`config.mk`:
```
export PLATFORM = sky130hd
export DESIGN_NAME = seq_alu
export DESIGN_NICKNAME = d
export VERILOG_FILES = /design/src/rtl/alu_pkg.sv /design/src/rtl/shift_add_mul.sv /design/src/rtl/seq_alu.sv
export SDC_FILE = /design/constraint.sdc
export NUM_CORES = 1
export LEC_CHECK = 0
export CAP_MARGIN = 5
export CORE_UTILIZATION = 60
export CTS_BUF_LIST = sky130_fd_sc_hd__clkbuf_2 sky130_fd_sc_hd__clkbuf_4 sky130_fd_sc_hd__clkbuf_8
export CTS_CLUSTER_DIAMETER = 200
export DETAILED_ROUTE_END_ITERATION = 6
export GPL_ROUTABILITY_DRIVEN = 0
export PLACE_DENSITY = 0.84
export SYNTH_ARGS = -nofsm -noshare
export SYNTH_HDL_FRONTEND = slang
export SYNTH_HIERARCHICAL = 1
export SYNTH_SLANG_ARGS = --single-unit
```
`constraint.sdc`:
```
create_clock -name clk -period 5.2 [get_ports clk]
set_input_delay 0.52 -clock clk [delete_from_list [all_inputs] [get_ports clk]]
set_output_delay 0.52 -clock clk [all_outputs]
set_load 0.03 [all_outputs]
```
`src/rtl/alu_pkg.sv`:
```
// Shared definitions for the sequential ALU: opcode encoding, flag bit
// positions and the controller state type.
package alu_pkg;

  localparam logic [4:0] OP_MOV  = 5'd0;
  localparam logic [4:0] OP_ADD  = 5'd1;
  localparam logic [4:0] OP_ADC  = 5'd2;
  localparam logic [4:0] OP_SUB  = 5'd3;
  localparam logic [4:0] OP_SBC  = 5'd4;
  localparam logic [4:0] OP_AND  = 5'd5;
  localparam logic [4:0] OP_OR   = 5'd6;
  localparam logic [4:0] OP_XOR  = 5'd7;
  localparam logic [4:0] OP_INV  = 5'd8;
  localparam logic [4:0] OP_TWC  = 5'd9;
  localparam logic [4:0] OP_INC  = 5'd10;
  localparam logic [4:0] OP_DEC  = 5'd11;
  localparam logic [4:0] OP_LSR  = 5'd12;
  localparam logic [4:0] OP_ASR  = 5'd13;
  localparam logic [4:0] OP_MULU = 5'd14;

  localparam int FLAG_Z = 0;
  localparam int FLAG_N = 1;
  localparam int FLAG_C = 2;
  localparam int FLAG_V = 3;

  typedef enum logic {
    ST_IDLE = 1'b0,
    ST_MUL  = 1'b1
  } alu_state_t;

endpackage

```
`src/rtl/shift_add_mul.sv`:
```
// Iterative unsigned shift-add multiplier: one partial-product step per
// cycle; the caller sequences load/step and flags the final step with last.
module shift_add_mul #(
  parameter int WIDTH = 16
) (
  input  logic               clk,
  input  logic               reset,
  input  logic               load,
  input  logic               step,
  input  logic               last,
  input  logic [WIDTH-1:0]   multiplicand,
  input  logic [WIDTH-1:0]   multiplier,
  output logic [2*WIDTH-1:0] product_next,
  output logic               complete
);

  logic [WIDTH-1:0]   mcand;
  logic [2*WIDTH-1:0] product;
  logic [WIDTH:0]     partial;

  // The multiplier occupies the low half and is consumed LSB first while the
  // accumulated sum shifts in from the top, so after WIDTH steps the whole
  // register holds the product.
  always_comb begin
    partial = {1'b0, product[2*WIDTH-1:WIDTH]};
    if (product[0]) begin
      partial = {1'b0, product[2*WIDTH-1:WIDTH]} + {1'b0, mcand};
    end
    product_next = {partial, product[WIDTH-1:1]};
    complete     = step && last;
  end

  always_ff @(posedge clk) begin
    if (reset) begin
      mcand   <= '0;
      product <= '0;
    end else if (load) begin
      mcand   <= multiplicand;
      product <= {{WIDTH{1'b0}}, multiplier};
    end else if (step) begin
      product <= product_next;
    end
  end

endmodule

```
`src/rtl/seq_alu.sv`:
```
// Registered ALU with single-cycle arithmetic/logic/shift ops and a
// multi-cycle unsigned multiply behind a start/busy/done handshake.
module seq_alu
  import alu_pkg::*;
#(
  parameter int WIDTH = 16
) (
  input  logic             clk,
  input  logic             reset,
  input  logic             start,
  input  logic [4:0]       op,
  input  logic [WIDTH-1:0] a,
  input  logic [WIDTH-1:0] b,
  input  logic             cin,
  output logic             busy,
  output logic             done,
  output logic [WIDTH-1:0] result_lo,
  output logic [WIDTH-1:0] result_hi,
  output logic [3:0]       flags
);

  localparam int CW = $clog2(WIDTH);

  alu_state_t state, state_d;
  logic [CW-1:0] count;
  logic          last;
  logic          mul_load, mul_step, mul_complete, accept_single;
  logic [2*WIDTH-1:0] prod_next;

  logic [WIDTH-1:0] add_a, add_b, alu_lo;
  logic             add_ci, add_v, alu_c, alu_v, illegal;
  logic [WIDTH:0]   sum;
  logic [3:0]       alu_flags;

  // Every add-type op is a single adder with operand/carry steering, which
  // keeps the carry and overflow definitions identical across them.
  always_comb begin
    add_a  = a;
    add_b  = b;
    add_ci = 1'b0;
    case (op)
      OP_ADC: add_ci = cin;
      OP_SUB: begin add_b = ~b; add_ci = 1'b1; end
      OP_SBC: begin add_b = ~b; add_ci = cin; end
      OP_INC: add_b = WIDTH'(1);
      OP_DEC: begin add_b = ~WIDTH'(1); add_ci = 1'b1; end
      OP_TWC: begin add_a = '0; add_b = ~a; add_ci = 1'b1; end
      default: ;
    endcase
    sum   = {1'b0, add_a} + {1'b0, add_b} + {{WIDTH{1'b0}}, add_ci};
    add_v = (add_a[WIDTH-1] == add_b[WIDTH-1]) && (sum[WIDTH-1] != add_a[WIDTH-1]);
  end

  always_comb begin
    alu_lo  = '0;
    alu_c   = 1'b0;
    alu_v   = 1'b0;
    illegal = 1'b0;
    case (op)
      OP_MOV: alu_lo = a;
      OP_AND: alu_lo = a & b;
      OP_OR:  alu_lo = a | b;
      OP_XOR: alu_lo = a ^ b;
      OP_INV: alu_lo = ~a;
      OP_ADD, OP_ADC, OP_SUB, OP_SBC, OP_TWC, OP_INC, OP_DEC: begin
        alu_lo = sum[WIDTH-1:0];
        alu_c  = sum[WIDTH];
        alu_v  = add_v;
      end
      OP_LSR: begin alu_lo = {1'b0, a[WIDTH-1:1]}; alu_c = a[0]; end
      OP_ASR: begin alu_lo = {a[WIDTH-1], a[WIDTH-1:1]}; alu_c = a[0]; end
      default: illegal = 1'b1;
    endcase
    alu_flags         = '0;
    alu_flags[FLAG_Z] = (alu_lo == '0);
    alu_flags[FLAG_N] = alu_lo[WIDTH-1];
    alu_flags[FLAG_C] = alu_c;
    alu_flags[FLAG_V] = alu_v;
    if (illegal) begin
      alu_flags = 4'b0001;
    end
  end

  always_ff @(posedge clk) begin
    if (reset) begin
      state <= ST_IDLE;
    end else begin
      state <= state_d;
    end
  end

  // Start is only looked at in IDLE, so requests during a multiply vanish.
  always_comb begin
    state_d       = state;
    mul_load      = 1'b0;
    mul_step      = 1'b0;
    accept_single = 1'b0;
    case (state)
      ST_IDLE: begin
        if (start) begin
          if (op == OP_MULU) begin
            mul_load = 1'b1;
            state_d  = ST_MUL;
          end else begin
            accept_single = 1'b1;
          end
        end
      end
      ST_MUL: begin
        mul_step = 1'b1;
        if (last) begin
          state_d = ST_IDLE;
        end
      end
      default: state_d = ST_IDLE;
    endcase
  end

  assign last = (count == CW'(WIDTH-1));
  assign busy = (state == ST_MUL);

  always_ff @(posedge clk) begin
    if (reset) begin
      count <= '0;
    end else if (mul_load) begin
      count <= '0;
    end else if (mul_step) begin
      count <= count + CW'(1);
    end
  end

  shift_add_mul #(.WIDTH(WIDTH)) u_mul (
    .clk          (clk),
    .reset        (reset),
    .load         (mul_load),
    .step         (mul_step),
    .last         (last),
    .multiplicand (a),
    .multiplier   (b),
    .product_next (prod_next),
    .complete     (mul_complete)
  );

  // The product is taken from the final step's combinational value so it
  // lands in the same edge that drops busy.
  always_ff @(posedge clk) begin
    if (reset) begin
      done      <= 1'b0;
      result_lo <= '0;
      result_hi <= '0;
      flags     <= '0;
    end else begin
      done <= 1'b0;
      if (accept_single) begin
        done      <= 1'b1;
        result_lo <= alu_lo;
        result_hi <= '0;
        flags     <= alu_flags;
      end else if (mul_complete) begin
        done              <= 1'b1;
        result_lo         <= prod_next[WIDTH-1:0];
        result_hi         <= prod_next[2*WIDTH-1:WIDTH];
        flags             <= '0;
        flags[FLAG_Z]     <= (prod_next == '0);
        flags[FLAG_N]     <= prod_next[2*WIDTH-1];
        flags[FLAG_C]     <= (prod_next[2*WIDTH-1:WIDTH] != '0);
      end
    end
  end

endmodule

```
======== Word level (Yosys, flattened, before mapping) ========
Cells that the tools add are included.
cells by class
  equality and inequality tests ........... 17
  reduce and logical (&&, ||, !) cells .... 16
  add/sub/neg operators ................... 4
  multiplexer cells ....................... 25
  bitwise operators ....................... 6
operator list
  operator                                        count
  one-hot mux 16 bit (8 select lines)             1
  two-way mux 16 bit                              5
  one-hot mux 16 bit (4 select lines)             1
  == test 5 x 4 -> 1 bit (second input constant)  7
  adder 16 x 16 -> 17 bit                         2
  zero test 32 bit                                1
  inverter 16 bit                                 2
  == test 5 x 3 -> 1 bit (second input constant)  4
  adder 17 x 1 -> 17 bit                          1
  two-way mux 17 bit                              1
  bitwise AND 16 bit                              1
  zero test 16 bit                                1
  bitwise OR 16 bit                               1
  nonzero test 16 bit                             1
  bitwise XOR 16 bit                              1
  OR reduction 14 bit                             1
  two-way mux 4 bit                               3
  two-way mux 1 bit                               11
  == test 5 x 2 -> 1 bit (second input constant)  2
  OR reduction 2 bit                              5
  OR reduction 7 bit                              1
  one-hot mux 1 bit (2 select lines)              3
  == test 5 x 1 -> 1 bit (second input constant)  1
  zero test 5 bit                                 1
  8 further kinds                                 10
storage, ports and cells
  word-level logic and storage cells ...... 77
  bits in registers ....................... 90
  output and inout bits ................... 38
  bits of input ports ..................... 41

======== Logic depth before layout (Yosys ltp) ========
  word-level depth ........................ 10
  depth in mapped cells ................... 18
  gate-level depth less buffers ........... 15

======== Hierarchy ========
The synthesis kept the hierarchy.
by module, submodules not included
  module         cells an instance  sequential area each (µm²)  area an instance (µm²)  times used
  seq_alu        595                840.8                       4,426.7                 1
  shift_add_mul  348                960.9                       2,966.6                 1

======== Worst setup path before layout ========
OpenSTA, ideal clock, no wires.
  kind .................................... input to register
  start point ............................. input op[0]
  end point ............................... register flags[0]
  library setup time ...................... 0.059 ns
  slack ................................... 0.784 ns
  arrival time ............................ 4.356 ns
  stages .................................. 14
  required time ........................... 5.141 ns
  path buffers ............................ 1
  cells stage by stage .................... buf_6 > nor4b_1 > o21bai_1 > a21o_1 > fa_1 > fa_1 > a211oi_1 > o211ai_1 > a2111oi_0 > o21ba_2 > xnor2_1 > a2111o_1 > nor4_1 > a41o_1
between the ends
  longest elaborated chain between the ends .. 9
  elaborated cells between the ends (all ways) .. 33
  classes of those cells .................. add/sub: 2; eq/ne: 14; mux: 9; reduce/logical: 8
RTL lines
  what                                                              line                          RTL
  start: declaration                                                seq_alu.sv:11                 input logic [4:0] op,
  == test 5 x 2 -> 1 bit or == test 5 x 3 -> 1 bit (tied branches)  seq_alu.sv:41, seq_alu.sv:59
  OR reduction 2 bit (no line)                                      -
  one-hot mux 16 bit (4 select lines)                               seq_alu.sv:41                 case (op)
  adder 16 x 16 -> 17 bit                                           seq_alu.sv:50                 sum = {1'b0, add_a} + {1'b0, add_b} + {{WIDTH{1'b0}}, add_ci};
  adder 17 x 1 -> 17 bit                                            seq_alu.sv:50
  one-hot mux 16 bit (8 select lines)                               seq_alu.sv:59                 case (op)
  zero test 16 bit                                                  seq_alu.sv:75                 alu_flags[FLAG_Z] = (alu_lo == '0);
  two-way mux 4 bit                                                 seq_alu.sv:79                 if (illegal) begin
  two-way mux 4 bit                                                 seq_alu.sv:154                if (accept_single) begin
  end signal: assignment                                            seq_alu.sv:158                flags <= alu_flags;
  end signal: indexed assignment                                    seq_alu.sv:164                flags[FLAG_Z] <= (prod_next == '0);
  end signal: indexed assignment                                    seq_alu.sv:165                flags[FLAG_N] <= prod_next[2*WIDTH-1];
  end: declaration                                                  seq_alu.sv:19                 output logic [3:0] flags
Several ways; a longest one is shown, not always the timed one.
A chain may end at the register's enable or synchronous reset.

======== Worst setup path after layout ========
  start point ............................. register u_mul.mcand[0]
  end point ............................... register flags[0]
between the ends
  longest elaborated chain between the ends .. 5
RTL lines
  what                            line                 RTL
  start: declaration              shift_add_mul.sv:17  logic [WIDTH-1:0] mcand;
  start signal: assignment        shift_add_mul.sv:38  mcand <= multiplicand;
  adder 16 x 16 -> 17 bit         shift_add_mul.sv:27  partial = {1'b0, product[2*WIDTH-1:WIDTH]} + {1'b0, mcand};
  two-way mux 17 bit              shift_add_mul.sv:26  if (product[0]) begin
  named net prod_next[31]         seq_alu.sv:28        logic [2*WIDTH-1:0] prod_next;
  zero test 32 bit                seq_alu.sv:164
  two-way mux 4 bit               seq_alu.sv:159       end else if (mul_complete) begin
  two-way mux 4 bit               seq_alu.sv:154
  end signal: indexed assignment  seq_alu.sv:164
  end signal: indexed assignment  seq_alu.sv:165
  end signal: indexed assignment  seq_alu.sv:166       flags[FLAG_C] <= (prod_next[2*WIDTH-1:WIDTH] != '0);
The timed path passes the listed nets, and every way through them passes these cells. The select of a mux whose other input is x is not followed.

==> parameters.txt <==
Parameter                              Value

Critical path
  Number of cells on the worst reg-to-reg path    15
  Category of the most critical setup path    reg2reg
  Critical Path RT    5.51 ns
  Crit Reg-Reg Startpoint    u_mul/mcand[0]$_SDFFE_PP0P_
  Worst EP arrival    around 5.0 ns
  Origin of the worst setup path    u_mul/mcand[0]$_SDFFE_PP0P_
  Endpoint of the worst register-to-register path    flags[0]$_SDFFE_PP0P_
  Startpoint types    flip-flop
  Termination of the worst setup path    flags[0]$_SDFFE_PP0P_
  Crit-path max FO    5
  Setup slack, reg-to-reg    roughly 0.52 ns
  Element type at the critical path end    flip-flop

Layout
  Share of the core filled with cells    69.4%
  Final Cell Area    8340 um2
  Fraction of final layout cells sized beyond drive strength 1    under 10%
  Total Nets Final    approximately 1100
  Synth-to-Final Area Change    12.8%
  Number of cells in the finished layout apart from fillers    1135
  Antenna fix cells    0

Synthesis
  Count leader, synth    sky130_fd_sc_hd__nor2_1
  Post-Synthesis Mean Instance Area    slightly below 8 um2
  Part of the Yosys area used for sequential elements    24.4%
  Yosys top cell area share    between 20% and 30%
  Leading register cell type out of synthesis    sky130_fd_sc_hd__dfxtp_1
  Top cells by area in the synthesized netlist    sky130_fd_sc_hd__dfxtp_1 (24%), sky130_fd_sc_hd__ha_1 (11%), sky130_fd_sc_hd__mux2i_1 (9.1%)
  Netlist area before placement    approximately 7400 um2
  Leading cell types by count after synthesis    sky130_fd_sc_hd__nor2_1 (129), sky130_fd_sc_hd__dfxtp_1 (90), sky130_fd_sc_hd__nand2_1 (73), sky130_fd_sc_hd__o21ai_0 (70), sky130_fd_sc_hd__mux2i_1 (67)
  Seq cells post-synth    90
  Number of synthesized flops with an enable pin    0
  Number of warnings issued by yosys    6
  Distinct cell type count of the synthesized netlist    77
  Post-synthesis async set-or-reset flop share    0%
  Synth area leader    sky130_fd_sc_hd__dfxtp_1
  Cells after Synth    approximately 940
  Post-synth net total    roughly 1100

Route
  Total length of routed wires    about 21 mm
  Antenna viol nets, final    0
  Total vias in the final route    ~7300
  Count of TritonRoute iterations in the first routing pass    6
  Post-detailed-route wirelength per cell    approximately 19 um
  Number of DRC markers in iteration 0    739
  DRC violation count after routing    0
  Post-DR vias/cell    between 6 and 7

Power
  Static power due to leakage    3.43 nW
  Switching Share    about a third
  Logic pwr share    around 28%
  Clock share of power    28.0%
  Sw power    around 0.51 mW
  Power density over the cells    about 190 nW/um2
  Share of total power in sequential cells    44.5%
  Internal    1.08 mW
  Peak supply drop    about 0.13 mV

Clock network
  TritonCTS clock tree    done
  Postcts setup bufs    0
  Post-CTS clock slew at the launch and capture registers of the worst setup and hold paths    approximately 0.09 ns
  Resized cells post-CTS    0
  Number of hold buffers added after CTS    0
  Buffer levels on the longest clock path    2
  Worst-skew pair later-pin latency    0.36 ns
  Number of buffers created by CTS    9
  Number of sinks handled by clock tree synthesis    90
  H-tree Lvls    3
  Root buffer selected by CTS    sky130_fd_sc_hd__clkbuf_8

Floorplanning
  I/O pin count    just under 80
  Die width    around 110 um
  Height of the chip    around 110 um
  Floorplan core area    12000 um2
  Number of rows in the core area    40
  Total Die Area    about 13000 um2
  Starting density of the core    between 60 and 70%

Worst hold path
  Worst hold path type    reg2reg

Timing
  Period Utilization, post-route    90.1%
  Setup clock skew after layout    0.0110 ns
  FMAX    213 MHz
  Finish-stage setup viols    0
  Min Tclk post-route    roughly 4.7 ns
  Number of hold violations in the final report    0
  Slack of the critical path    between 0.5 and 0.6 ns
  Final total negative setup slack    0 ns
  Transition time at the pin with the least slew margin    between 1 and 1.5 ns
  RSZ-0062 raised after global routing    no
  Relative slew slack    between 30% and 40%
  Number of pins exceeding their max-slew limit in the final report    0

Outcome
  Status    finished clean

Global routing
  Antenna violations before repair    0
  Largest net degree at the start of global routing    54
  Global-route congestion overflow total    0
  Vias in the first global route    around 6500
  GRT Resource Usage Total    between 30% and 40%
  First-pass GRT wire length    34.2 mm

Placement
  Cell area after placement    8150 um2
  Port buffer count    78
  Detailed placer's ending HPWL    15.9 mm
  Pre-CTS worst setup slack    about 0.34 ns
  Total placed cells including tap cells    1119

Run
  # Max-Cap Violations    0
## through the flow
stage               power (mW)  hold slack (ns)
global route              1.67            0.508
finish                    1.60            0.482
global placement          1.14            0.466
floorplan                 1.00            0.462
detailed placement        1.15            0.471
CTS                       1.59            0.482
## worst max-delay path: stages (launching register included)
cell and delay [ns]:
sky130_fd_sc_hd__dfxtp_1 0.32, sky130_fd_sc_hd__ha_1 0.22, sky130_fd_sc_hd__fa_1 0.41, sky130_fd_sc_hd__a21o_1 0.22
sky130_fd_sc_hd__a221oi_2 0.40, sky130_fd_sc_hd__o41a_1 0.34, sky130_fd_sc_hd__nand2_1 0.09, sky130_fd_sc_hd__a311oi_1 0.41
sky130_fd_sc_hd__nor2_1 0.19, sky130_fd_sc_hd__nor4_1 0.36, sky130_fd_sc_hd__nand4_1 0.24, sky130_fd_sc_hd__nor4_1 0.34
sky130_fd_sc_hd__nor2_1 0.14, sky130_fd_sc_hd__or4_1 0.45, sky130_fd_sc_hd__nor4_1 0.32, sky130_fd_sc_hd__a41o_1 0.21
## sequential cells by signal (all words and copies together), names as in the netlist
signal / count
flags: 4
busy: 1
u_mul/mcand: 16
u_mul/product: 32
done: 1
result_lo: 16
result_hi: 16
count: 4
## kinds of logic after synthesis
| logic type | share of synthesized area, % |
|---|---|
| buffers and inverters | 7.24 |
| AND/OR/NAND/NOR | 18.9 |
| adder cells (fa/ha/maj) | 11.6 |
| flip-flops | 24.4 |
| AO/OA/AOI/OAI | 23.7 |
| XOR/XNOR | 2.61 |
| multiplexers | 11.5 |
## area by class of cell
class                      count  area [um2]
multi-input combinational    741        5070
fill                        1028        3670
sequential                    90        1800
timing repair buffer         100         941
tap                          147         184
clock buffer                  12         159
inverter                      41         154
clock inverter                 4        26.3
## power groups by stage
stage / registers, mW / logic (mW) / clock network [mW]
finish: 0.711 / 0.439 / 0.446
global route: 0.712 / 0.475 / 0.478
CTS: 0.710 / 0.428 / 0.448
detailed placement: 0.726 / 0.425 / 0
global placement: 0.726 / 0.419 / 0
floorplan: 0.741 / 0.260 / 0
## layout by cell type (no fill, tap or decap), drive strengths merged, types with 11 or more instances in the layout
cell	n
nor2	130
nand2	73
dfxtp	90
clkdlybuf4s50	77
o211ai	27
buf	23
mux2i	67
inv	41
o21ai	71
a211oi	14
xor2	11
a21oi	66
nand3	16
xnor2	11
ha	64
mux2	16
clkbuf	12
a21o	11
## how the worst min path moves through the flow
| stage | slack [ns] | start | cells after the start | end |
|---|---|---|---|---|
| 2_1_floorplan | 0.46 | u_mul/product[31]$_SDFFE_PP0P_ | 2 | u_mul/product[31]$_SDFFE_PP0P_ |
| 3_3_place_gp | 0.47 | flags[3]$_SDFFE_PP0P_ | 2 | flags[3]$_SDFFE_PP0P_ |
| 3_5_place_dp | 0.47 | flags[3]$_SDFFE_PP0P_ | 2 | flags[3]$_SDFFE_PP0P_ |
| 4_1_cts | 0.48 | flags[3]$_SDFFE_PP0P_ | 2 | flags[3]$_SDFFE_PP0P_ |
| 5_1_grt | 0.51 | u_mul/product[31]$_SDFFE_PP0P_ | 2 | u_mul/product[31]$_SDFFE_PP0P_ |
| 6_report | 0.48 | flags[3]$_SDFFE_PP0P_ | 2 | flags[3]$_SDFFE_PP0P_ |
## layer usage
metal | global-route usage, % | share of wire [%] | up-vias
met5 | 0 | 0 | -
met4 | 13.5 | 3.3 | 0
met3 | 4.66 | 8.4 | 67
met2 | 50.8 | 42 | 381
met1 | 48.5 | 46 | 3428
li1 | - | - | 3473
No activity file was read; power rests on OpenSTA's default activity.
